File: src/rtl/uart_rx_ctrl.sv
// Purpose : arms the UART rx core, buffers received frames, classifies errors, recovers stuck frames.
// Latency : rx_valid at cycle N -> m_valid with the word at cycle N+1.
// Backpres: m_ready low holds the FIFO; when full, a new frame is dropped and flagged as overflow.
//
// Ports:
//   Clk, rst_n           clock and asynchronous active-low reset
//   ctrl_en, clr_status  controller enable; one-cycle clear of status/err_cnt
//   rx_enable            enable for the rx core (low in OFF and FLUSH)
//   rx_valid/active/word/error  frame pulse, busy level, frame data and error pulse from the rx core
//   m_data/m_valid/m_ready      FIFO head stream towards the system
//   fifo_level, status, frame_cnt, err_cnt   occupancy, sticky flags and counters
module uart_rx_ctrl #(
  parameter int WORD_W      = 10,
  parameter int FIFO_DEPTH  = 8,
  parameter int TIMEOUT_CYC = 400,
  parameter int FLUSH_CYC   = 2
) (
  input  logic                          Clk,
  input  logic                          rst_n,
  input  logic                          ctrl_en,
  input  logic                          clr_status,
  output logic                          rx_enable,
  input  logic                          rx_valid,
  input  logic                          rx_active,
  input  logic [WORD_W-1:0]             rx_word,
  input  logic [2:0]                    rx_error,
  output logic [WORD_W-1:0]             m_data,
  output logic                          m_valid,
  input  logic                          m_ready,
  output logic [$clog2(FIFO_DEPTH):0]   fifo_level,
  output logic [4:0]                    status,
  output logic [15:0]                   frame_cnt,
  output logic [7:0]                    err_cnt
);

  localparam int PTR_W = $clog2(FIFO_DEPTH);
  localparam int WD_W  = $clog2(TIMEOUT_CYC + 1);
  localparam int FL_W  = $clog2(FLUSH_CYC + 1);

  localparam logic [PTR_W:0]  FULL_LVL = (PTR_W+1)'(FIFO_DEPTH);
  localparam logic [WD_W-1:0] WD_LAST  = WD_W'(TIMEOUT_CYC - 1);
  localparam logic [FL_W-1:0] FL_LAST  = FL_W'(FLUSH_CYC - 1);

  localparam logic [2:0] ST_OFF    = 3'd0;
  localparam logic [2:0] ST_ARM    = 3'd1;
  localparam logic [2:0] ST_LISTEN = 3'd2;
  localparam logic [2:0] ST_RECV   = 3'd3;
  localparam logic [2:0] ST_FLUSH  = 3'd4;

  logic [2:0]      state, next_state;
  logic [WD_W-1:0] wd;
  logic [FL_W-1:0] flush_cnt;
  logic            arm_cnt;
  logic            timeout;

  // ---------------------------------------------------------------- FSM
  always_comb begin
    next_state = state;
    timeout    = 1'b0;
    case (state)
      ST_OFF:    if (ctrl_en) next_state = ST_ARM;
      ST_ARM:    if (arm_cnt) next_state = ST_LISTEN;
      ST_LISTEN: if (rx_active) next_state = ST_RECV;
      ST_RECV: begin
        // A normal end of frame takes precedence over the watchdog.
        if (rx_valid || (rx_error != 3'b000) || !rx_active) begin
          next_state = ST_LISTEN;
        end else if (wd == WD_LAST) begin
          timeout    = 1'b1;
          next_state = ST_FLUSH;
        end
      end
      ST_FLUSH:  if (flush_cnt == FL_LAST) next_state = ST_ARM;
      default:   next_state = ST_OFF;
    endcase
    if (!ctrl_en) next_state = ST_OFF;
  end

  always_ff @(posedge Clk or negedge rst_n) begin
    if (!rst_n) begin
      state     <= ST_OFF;
      wd        <= '0;
      flush_cnt <= '0;
      arm_cnt   <= 1'b0;
    end else begin
      state <= next_state;
      if (next_state == ST_RECV && state != ST_RECV) begin
        wd <= '0;
      end else if (state == ST_RECV && rx_active) begin
        wd <= wd + WD_W'(1);
      end
      flush_cnt <= (state == ST_FLUSH) ? flush_cnt + FL_W'(1) : '0;
      // ARM always lasts two cycles: arm_cnt marks the second one.
      arm_cnt   <= (state == ST_ARM);
    end
  end

  assign rx_enable = (state == ST_ARM) || (state == ST_LISTEN) || (state == ST_RECV);

  // --------------------------------------------------------------- FIFO
  logic [WORD_W-1:0] mem [FIFO_DEPTH];
  logic [PTR_W-1:0]  rd_ptr, wr_ptr;
  logic [PTR_W:0]    count;
  logic              full, pop, push, overflow;

  assign full     = (count == FULL_LVL);
  assign pop      = m_valid && m_ready;
  // A same-cycle pop frees the slot, so a full FIFO can still accept.
  assign push     = rx_valid && (!full || pop);
  assign overflow = rx_valid && full && !pop;

  always_ff @(posedge Clk or negedge rst_n) begin
    if (!rst_n) begin
      for (int i = 0; i < FIFO_DEPTH; i++) mem[i] <= '0;
      rd_ptr <= '0;
      wr_ptr <= '0;
      count  <= '0;
    end else begin
      if (push) begin
        mem[wr_ptr] <= rx_word;
        wr_ptr      <= wr_ptr + PTR_W'(1);
      end
      if (pop) rd_ptr <= rd_ptr + PTR_W'(1);
      case ({push, pop})
        2'b10:   count <= count + (PTR_W+1)'(1);
        2'b01:   count <= count - (PTR_W+1)'(1);
        default: count <= count;
      endcase
    end
  end

  assign m_valid    = (count != '0);
  assign m_data     = mem[rd_ptr];
  assign fifo_level = count;

  // ------------------------------------------------- status and counters
  logic [4:0] status_nxt;
  logic [7:0] err_base, err_nxt;
  logic       err_evt;

  always_comb begin
    // Clear first, then OR in this cycle's events so a set wins over clear.
    status_nxt = (clr_status ? 5'b0 : status) | {overflow, timeout, rx_error};
    err_base   = clr_status ? 8'd0 : err_cnt;
    // Any combination of events in one cycle counts once.
    err_evt    = (rx_error != 3'b000) || overflow || timeout;
    err_nxt    = (err_evt && err_base != 8'hFF) ? err_base + 8'd1 : err_base;
  end

  always_ff @(posedge Clk or negedge rst_n) begin
    if (!rst_n) begin
      status    <= '0;
      err_cnt   <= '0;
      frame_cnt <= '0;
    end else begin
      status    <= status_nxt;
      err_cnt   <= err_nxt;
      frame_cnt <= frame_cnt + 16'(push);
    end
  end

endmodule

File: config.mk
export PLATFORM = sky130hd
export DESIGN_NAME = uart_rx_ctrl
export DESIGN_NICKNAME = d
export VERILOG_FILES = /design/src/rtl/uart_rx_ctrl.sv
export SDC_FILE = /design/constraint.sdc
export NUM_CORES = 1
export LEC_CHECK = 0
export CAP_MARGIN = 15
export CORE_MARGIN = 3
export CORE_UTILIZATION = 68
export CTS_CLUSTER_DIAMETER = 30
export DETAILED_ROUTE_END_ITERATION = 8
export DONT_BUFFER_PORTS = 1
export PLACE_DENSITY = 0.84
export SKIP_CTS_REPAIR_TIMING = 1
export SLEW_MARGIN = 20
export SYNTH_ARGS = -nofsm -noshare
export SYNTH_HDL_FRONTEND = slang
export SYNTH_SLANG_ARGS = --single-unit
File: constraint.sdc
create_clock -name Clk -period 4.12 [get_ports Clk]
set_input_delay 0.824 -clock Clk [delete_from_list [all_inputs] [get_ports Clk]]
set_output_delay 0.824 -clock Clk [all_outputs]
set_load 0.01 [all_outputs]
**After elaboration in Yosys (flattened, before gate mapping)**

Index checks and enable logic that the tools add are counted.

- Logic and storage cells: 90
- Bits in registers: 134
- Output and inout bits: 45
- Input bits: 20

- Magnitude comparators: 3
- Mux-type cells: 23
- Eq/ne operators: 12
- Bitwise operators: 3
- Add/sub/neg operators: 8
- Reductions and logical operators: 23

Operators with widths:

| kind | count |
|---|---|
| 80-bit bitwise mux | 1 |
| 10-bit binary-select mux with 3-bit select | 1 |
| 10-bit demux with 3-bit select | 1 |
| 10-bit two-way mux | 3 |
| 3-bit two-way mux | 6 |
| 9-bit two-way mux | 2 |
| 16-bit by 1-bit adder with 16-bit output | 1 |
| 8-bit two-way mux | 2 |
| 3-bit one-hot mux with 5 select lines | 1 |
| 9-bit by 1-bit adder with 9-bit output, second input constant | 1 |
| 3-bit by 2-bit == test with 1-bit output, second input constant | 3 |
| 9-bit == test, second input constant | 1 |
| 8-bit by 1-bit adder with 8-bit output, second input constant | 1 |
| 4-bit >= comparator, second input constant | 2 |
| 1-bit logical AND | 8 |
| 8-bit != test, second input constant | 1 |
| 3-bit NOT with 4-bit output | 2 |
| 4-bit one-hot mux with 2 select lines | 1 |
| 1-bit logical OR | 7 |
| 3-bit by 1-bit adder with 3-bit output, second input constant | 2 |
| 5-bit two-way mux | 1 |
| 5-bit OR | 1 |
| 4-bit by 1-bit adder with 4-bit output, second input constant | 1 |
| 2-bit by 1-bit == test with 1-bit output, second input constant | 2 |
| other kinds (15) | 20 |

**Longest topological paths before layout**

Gate-level depths: netlist (run 1).

- Depth in word-level cells: 9
- Depth in mapped cells: 11
- Mapped depth without buffers: 10

**Worst setup path before layout (run 1)**

OpenSTA, ideal clock, no wires.

- Path kind: input to register
- From: input port m_ready
- To: register count[3], in the netlist fifo_level[3]
- Path slack: 1661 ps
- Data arrival time: 2332 ps
- Cell stages on the path: 10
- Path buffers: 0
- Library setup time: 127 ps
- Data required time: 3993 ps
- Cell sequence: nor2b_1 nand2_1 nand2_2 ha_1 ha_1 a21o_1 a21oi_1 xnor2_1 nor2_1 xor2_1

- Cells in the longest elaborated chain, start to end: 5
- Elaborated cells on any way between the ends: 7
- Those cells by class: eq/ne (2); mux (1); reduce/logical (4)

Ends and longest elaborated chain:

| item | RTL line | RTL |
|---|---|---|
| start, declared | 29 | `input logic m_ready,` |
| 1-bit logical AND (*) | 107 | `assign pop = m_valid && m_ready;` |
| 1-bit logical OR | 109 | `assign push = rx_valid && (!full \|\| pop);` |
| 1-bit logical AND | 109 |  |
| 2-bit by 1-bit == test with 1-bit output or 2-bit == test (tied branches) | 124 | `case ({push, pop})` |
| 4-bit one-hot mux with 2 select lines or 2-bit nonzero test (tied branches) | -- |  |
| end signal, assigned | 125 | `2'b10: count <= count + (PTR_W+1)'(1);` |
| end signal, assigned | 126 | `2'b01: count <= count - (PTR_W+1)'(1);` |
| end signal, assigned | 127 | `default: count <= count;` |
| end, declared | 103 | `logic [PTR_W:0] count;` |

Every way passes the cells marked *; elsewhere a longest branch is shown, timed or not.
A chain may end at the register's enable or synchronous reset.

**Final worst setup path (run 1)**

- From: register rd_ptr[0]
- To: output port m_data[1]

- Cells in the longest elaborated chain, start to end: 4

Ends and longest elaborated chain:

| item | RTL line | RTL |
|---|---|---|
| start, declared | 102 | `logic [PTR_W-1:0] rd_ptr, wr_ptr;` |
| start signal, assigned | 123 | `if (pop) rd_ptr <= rd_ptr + PTR_W'(1);` |
| 3-bit NOT with 4-bit output (implied by the code) | 133 | `assign m_data = mem[rd_ptr];` |
| 10-bit binary-select mux with 3-bit select | 133 |  |
| 10-bit two-way mux (implied by the code) (2 in a row) | 133 |  |
| end, declared | 27 | `output logic [WORD_W-1:0] m_data,` |

Every way passes these cells. The select of a mux whose other input is x is not followed.

==> results of run 1 <==
## synthesized netlist by cell type, types with 2 or more instances
cell type  count  area share
mux2_2        92        0.17
nand3_1       10      0.0080
mux4_2        20       0.072
xnor2_1       23       0.032
a31oi_1        2      0.0020
ha_1          10       0.020
a21o_1         4      0.0048
buf_4          3      0.0036
o21ai_0        4      0.0032
a21oi_1        6      0.0048
nand3b_1       3      0.0036
nand2_1       23       0.014
dfrtp_1      134        0.54
nor2b_1       10       0.010
nand4b_1       5      0.0070
and4_1         3      0.0042
nand2b_1       3      0.0030
nor4b_1        2      0.0028
nor2_1        23       0.014
xor2_1        11       0.015
clkbuf_1      10      0.0060
and3_1         5      0.0050
buf_2          5      0.0040
nor3_1         2      0.0016
nand4_1        7      0.0070
inv_1          8      0.0048
## worst reg2reg max path: cells and delay by family (launching register included)
family / cells / cell delay [ps]
AO/OA/AOI/OAI: 2 / 400
XOR/XNOR: 2 / 270
adder cells (fa/ha/maj): 2 / 550
flip-flops: 1 / 470
AND/OR/NAND/NOR: 4 / 970
## report_power, final
part | total (mW) | internal (mW) | switching, mW
Sequential | 2.30 | 1.82 | 0.482
Combinational | 1.56 | 0.967 | 0.595
Clock | 1.47 | 0.882 | 0.589
## routing by layer
layer	vias to the layer above	wire (µm)
met5	-	0
met4	0	157
met3	17	537
met2	85	6250
met1	1886	5130
li1	1647	-
## sequential cells by signal, summed over array words and instances, names as in the netlist
register and count:
arm_cnt 1, err_cnt 8, fifo_level 4, flush_cnt 2, frame_cnt 16, mem 80, rd_ptr 3, state 3
status 5, wd 9, wr_ptr 3
## kinds of logic (layout without fill, tap and decap cells)
kind of cell / after synthesis / count (layout) / synth area share
AO/OA/AOI/OAI: 24 / 24 / 0.0287
XOR/XNOR: 34 / 34 / 0.0478
adder cells (fa/ha/maj): 11 / 11 / 0.0233
buffers and inverters: 28 / 46 / 0.0199
flip-flops: 134 / 134 / 0.538
multiplexers: 114 / 114 / 0.243
AND/OR/NAND/NOR: 109 / 109 / 0.0994
## layout by cell type (no fill, tap or decap), drive strengths merged, types with 8 or more instances in the layout
master  count
dfrtp     134
mux2       93
nand2      24
nor2       23
xnor2      23
mux4       20
clkbuf     18
inv        13
xor2       11
nand3      11
nor2b      10
ha         10
nand4       8
## final timing paths
check / from / end / slack, ps / cells after the start
setup / recovery: rd_ptr[0] / m_data[1] / 910 / 3
hold / removal: rst_n / frame_cnt[4] / 210 / 1
setup reg to reg: fifo_level[1] / fifo_level[3] / 1370 / 10
hold reg to reg: flush_cnt[0] / flush_cnt[0] / 440 / 1
max in group asynchronous: rst_n / mem[55] / 3320 / 1
min in group Clk: clr_status / err_cnt[6] / 360 / 1
## cell type report
type,instances,share of cell area
flip-flops and latches,134,0.483
multi-input cells,292,0.399
clock buffers,18,0.0617
clock inverters,14,0.0216
well taps,108,0.0195
repair buffers,5,0.0105
inverters,9,0.00487
==> key figures, run 1 <==
GRT
  • GRT Resource Usage Total: 0.255
  • GRT Residual Overflow: 0
  • Initial antenna violation count: 0
  • Largest net degree at the start of global routing: 135
  • Vias in the first global route: between 3000 and 4000
  • Grt peak-use layer: met2
  • Met2 Usage GRT: 0.415
  • Global-route wire length before repair: 19.9 mm
  • Met3 Track Usage GR: 0.0709
  • Met1 Use GR: 0.333

Final layout
  • Final Instance Area: 6940 µm²
  • Fill cells: 499
  • Register area: 3350 µm²
  • Footprint of the multi-input gates: 2770 µm²
  • Final Net Count: 490
  • Antenna diodes: 0
  • Layout cells sized above 1: 0.341
  • Layout area overhead: 11.4%
  • Final Non-Filler Cells: slightly below 600
  • Utilization after layout: 0.788

Placed design
  • Place WS: 1430 ps
  • RePlAce Congestion: 0.796
  • DP HPWL: 7.47 mm
  • Placed cells: 546
  • Number of port buffers: 0
  • Area post-placement: 6320 µm²

Hold path
  • Worst hold path type: in -> async

Die
  • DIE AREA: 10300 µm²
  • Rows: 34
  • Initial Util: 0.707
  • Chip width: 102 µm
  • Die Height: 102 µm
  • IO Count: 65
  • Core area: 8810 µm²

Clock tree
  • Worst-path clk slew: approximately 60 ps
  • CTS tree: yes
  • CTS sink count: 134
  • Clk_lat worst skew: 520 ps
  • H-Tree Depth: 4
  • CTS Buffer Depth: 2
  • Num CTS Buffers: 17
  • Clk root buf: clkbuf_8

STA
  • Final Cycle Share: 0.780
  • Skew final: 7.00 ps
  • Final Hold Fails: 0
  • Minimum clock period: 3210 ps
  • RSZ-0062 raised after global routing: false
  • Max frequency: between 0.3 and 0.4 GHz
  • Final Max Tran Viols: 0
  • Total negative slack: 0 ps
  • Setup violators final: 0
  • Max_slew headroom: 0.333
  • Final hold slack: between 200 and 250 ps
  • Worst Tran Pin Value: 1000 ps
  • Final WS setup: around 910 ps

Routing
  • Drt wl/cell: 20.8 µm
  • Post-DR vias/cell: 6.27
  • Drt initial violations: approximately 160
  • Vias post-DR: around 3600
  • Routed WL: between 10 and 15 mm
  • First-pass DRT Iterations: 4
  • Antenna Nets Post-Route: 0
  • DRC violations left: 0

Pwr
  • Peak supply drop: 361 µV
  • Power, Total: 5.34 mW
  • PwrDens: 769 nW/µm²
  • LEAKAGE: 2.99 nW

Critical path
  • Launching element type of the critical path: flip-flop
  • Setup CP Type: reg -> out
  • CP peak stage delay: 780 ps
  • Worst path required time: 3300 ps
  • WP data arrival: 2390 ps
  • CP Cell Sequence: buf_12 > mux4_2 > mux2_2
  • CP max stage cell: dfrtp_1
  • CP bufs+invs: 1
  • Worst setup EP type: output pin
  • CP top delay family: multiplexers
  • Crit path max fanout: 12

Synth
  • Synth cell types: 52
  • Mapped Cells: 454
  • Syn nets: 485
  • Async SR Flop Fraction: 1.00
  • Mapped cell area: 6230 µm²
  • Warnings, synthesis: 0
  • Post-synthesis sequential area ratio: 0.538
  • Post-synth EDFFs: 0
  • Syn avg cell area: 13.7 µm²
  • Synth Flop Type: dfrtp_1
  • Flops & latches, synth: 134

Flow run
  • Max-cap check violation count: 0

Run status
  • Status: complete, no violations
(Power assumes the default switching activity.)
==> inputs of run 2 (changes only) <==
--- a/config.mk
+++ b/config.mk
@@ -7,11 +7,11 @@
 export LEC_CHECK = 0
 export CAP_MARGIN = 15
 export CORE_MARGIN = 3
-export CORE_UTILIZATION = 68
+export CORE_UTILIZATION = 63
 export CTS_CLUSTER_DIAMETER = 30
 export DETAILED_ROUTE_END_ITERATION = 8
 export DONT_BUFFER_PORTS = 1
-export PLACE_DENSITY = 0.84
+export PLACE_DENSITY = 0.79
 export SKIP_CTS_REPAIR_TIMING = 1
 export SLEW_MARGIN = 20
 export SYNTH_ARGS = -nofsm -noshare
==> constraint.sdc (replaced) <==
create_clock -name Clk -period 3 [get_ports Clk]
set_input_delay 0.6 -clock Clk [delete_from_list [all_inputs] [get_ports Clk]]
set_output_delay 0.6 -clock Clk [all_outputs]
set_load 0.01 [all_outputs]
==> run 2 against run 1 <==
The flow now finishes with violations (hold timing). Final cell count increased by 4.0%. Critical path depth is the same. Utilization down 5.1 points. Clock-buffer cell count up 3. Critical endpoint is now m_data[2].
==> key figures, run 2 (synthesis results as in run 1) <==
STA
  • Final Max Tran Viols: 0 (unchanged)
  • Worst Tran Pin Value: 729 ps (was 1000 ps)
  • Setup violators final: 0 (unchanged)
  • Final WS setup: 170 ps (was 908 ps)
  • Final Hold Fails: 134 (was 0)
  • Max frequency: around 0.35 GHz
  • Final hold slack: -225 ps (was 207 ps)
  • Minimum clock period: 2830 ps
  • Total negative slack: 0 ps (unchanged)
  • Skew final: 11.8 ps (was 7.00 ps)
  • Final Cycle Share: 0.943
  • Max_slew headroom: 0.512 (was 0.333)
  • RSZ-0062 raised after global routing: false (unchanged)

Placed design
  • Place WS: 459 ps (was 1430 ps)
  • Area post-placement: 6370 µm² (was 6320 µm²)
  • RePlAce Congestion: 0.769 (was 0.796)
  • DP HPWL: 7.54 mm (was 7.47 mm)
  • Number of port buffers: 0 (unchanged)
  • Placed cells: 571 (was 546)

Critical path
  • Launching element type of the critical path: flip-flop (unchanged)
  • CP peak stage delay: 580 ps (was 780 ps)
  • Internal reg-to-reg setup slack: 470 ps (was 1370 ps)
  • Setup CP Type: reg -> out (unchanged)
  • CP Cell Sequence: buf_4 > mux4_2 > mux2_2 (was buf_12 > mux4_2 > mux2_2)
  • Worst setup EP type: output pin (unchanged)
  • WP data arrival: 2230 ps (was 2390 ps)
  • Worst path required time: 2400 ps (was 3300 ps)
  • CP max stage cell: mux4_2 (was dfrtp_1)
  • Crit path max fanout: 20 (was 12)

Final layout
  • Final Instance Area: 6940 µm² (about the same)
  • Most frequent cells in the layout: 134 x dfrtp_1, 92 x mux2_2, 23 x nand2_1, 23 x nor2_1, 23 x xnor2_1 (unchanged)
  • Final Net Count: 492 (was 490)
  • Most common cell after layout, fill and taps aside: dfrtp_1 (unchanged)
  • Utilization after layout: 0.737 (was 0.788)
  • Layout cells sized above 1: 0.342 (was 0.341)
  • Largest regs: mem (80), frame_cnt (16), wd (9) (unchanged)
  • Layout area overhead: 11.4% (about the same)
  • Final Non-Filler Cells: 603 (was 580)
  • Antenna diodes: 0 (unchanged)
  • Largest register FFs: 80 (unchanged)
  • Most flops, register: mem (unchanged)

Routing
  • Antenna Nets Post-Route: 0 (unchanged)
  • DRC violations left: 0 (unchanged)
  • Post-DR vias/cell: 6.10 (was 6.27)
  • Vias post-DR: 3680 (was 3635)
  • Routed WL: 12.0 mm (was 12.1 mm)
  • Drt initial violations: 143 (was 161)
  • Drt wl/cell: 19.9 µm (was 20.8 µm)
  • First-pass DRT Iterations: 4 (unchanged)

Clock tree
  • CTS sink count: 134 (unchanged)
  • Clk_lat worst skew: 520 ps (about the same)
  • CTS Buffer Depth: 2 (unchanged)
  • CTS tree: yes (unchanged)
  • Num CTS Buffers: 17 (unchanged)
  • Worst-path clk slew: 60 ps (about the same)
  • Clk root buf: clkbuf_8 (unchanged)
  • H-Tree Depth: 4 (unchanged)

Pwr
  • LEAKAGE: 2.98 nW (was 2.99 nW)
  • PwrDens: 1040 nW/µm² (was 769 nW/µm²)
  • Peak supply drop: 536 µV (was 361 µV)
  • Power, Total: 7.24 mW (was 5.34 mW)

Flow run
  • Max-cap check violation count: 0 (unchanged)

GRT
  • Largest net degree at the start of global routing: 135 (unchanged)
  • Initial antenna violation count: 0 (unchanged)
  • Global-route wire length before repair: 20.1 mm (was 19.9 mm)
  • GRT Resource Usage Total: 0.232 (was 0.255)
  • Vias in the first global route: 3859 (was 3830)
  • GRT Residual Overflow: 0 (unchanged)

Die
  • Core area: 9420 µm² (was 8810 µm²)
  • Die Height: 105 µm (was 102 µm)
  • Initial Util: 0.662 (was 0.707)
  • Chip width: 105 µm (was 102 µm)
  • DIE AREA: 11100 µm² (was 10300 µm²)
  • Rows: 35 (was 34)
  • IO Count: 65 (unchanged)

Run status
  • Status: finished, violations left (was complete, no violations)
  • Failing checks: hold timing

Hold path
  • Worst hold path type: in -> async (unchanged)
-- run 2: cell types whose count changed in the layout (fill, tap and decap cells not counted) --
cell | previous run | this run
buf_4 | 2 | 7
inv_6 | 4 | 0
clkbuf_1 | 0 | 2
buf_12 | 1 | 0
buf_16 | 1 | 0
clkbuf_8 | 2 | 3
clkinv_2 | 3 | 2
clkinv_4 | 2 | 3
clkinvlp_4 | 3 | 4
dlygate4sd3_1 | 1 | 0
-- run 2: final cells by class --
| type | count | area [µm²] |
|---|---|---|
| Sequential cell | 134 | 3350 |
| Multi-Input combinational cell | 292 | 2770 |
| Fill cell | 598 | 2470 |
| Clock buffer | 21 | 449 |
| Tap cell | 129 | 161 |
| Clock inverter | 11 | 126 |
| Timing Repair Buffer | 7 | 52.6 |
| Inverter | 9 | 33.8 |
-- run 2: final timing paths --
check                              start       endpoint  depth (start not counted)
max                            rd_ptr[0]      m_data[2]                          3
min                                rst_n   frame_cnt[3]                          0
max reg2reg                fifo_level[0]  fifo_level[3]                         10
min reg2reg                 flush_cnt[0]   flush_cnt[0]                          1
max in group asynchronous          rst_n      wr_ptr[2]                          0
min in group Clk              clr_status     err_cnt[6]                          1
-- run 2: power by group --
| group | internal (mW) | total, mW | leakage [nW] | switching, mW |
|---|---|---|---|---|
| registers | 2.51 | 3.06 | 1.66 | 0.552 |
| clock network | 1.23 | 1.99 | 0.270 | 0.765 |
| logic | 1.31 | 2.19 | 1.05 | 0.874 |
| total | 5.05 | 7.24 | 2.98 | 2.19 |
-- run 2: worst max-delay path: cells and delay by family, from the launching register on --
kind	cells	cell delay [ps]
muxes	2	910
buffers and inverters	1	410
DFF	1	390
-- run 2: layer usage --
metal  GRT usage  wire, µm
met2       0.373      6100
met5           0         0
met4      0.0750       148
met3      0.0674       534
met1       0.307      5200
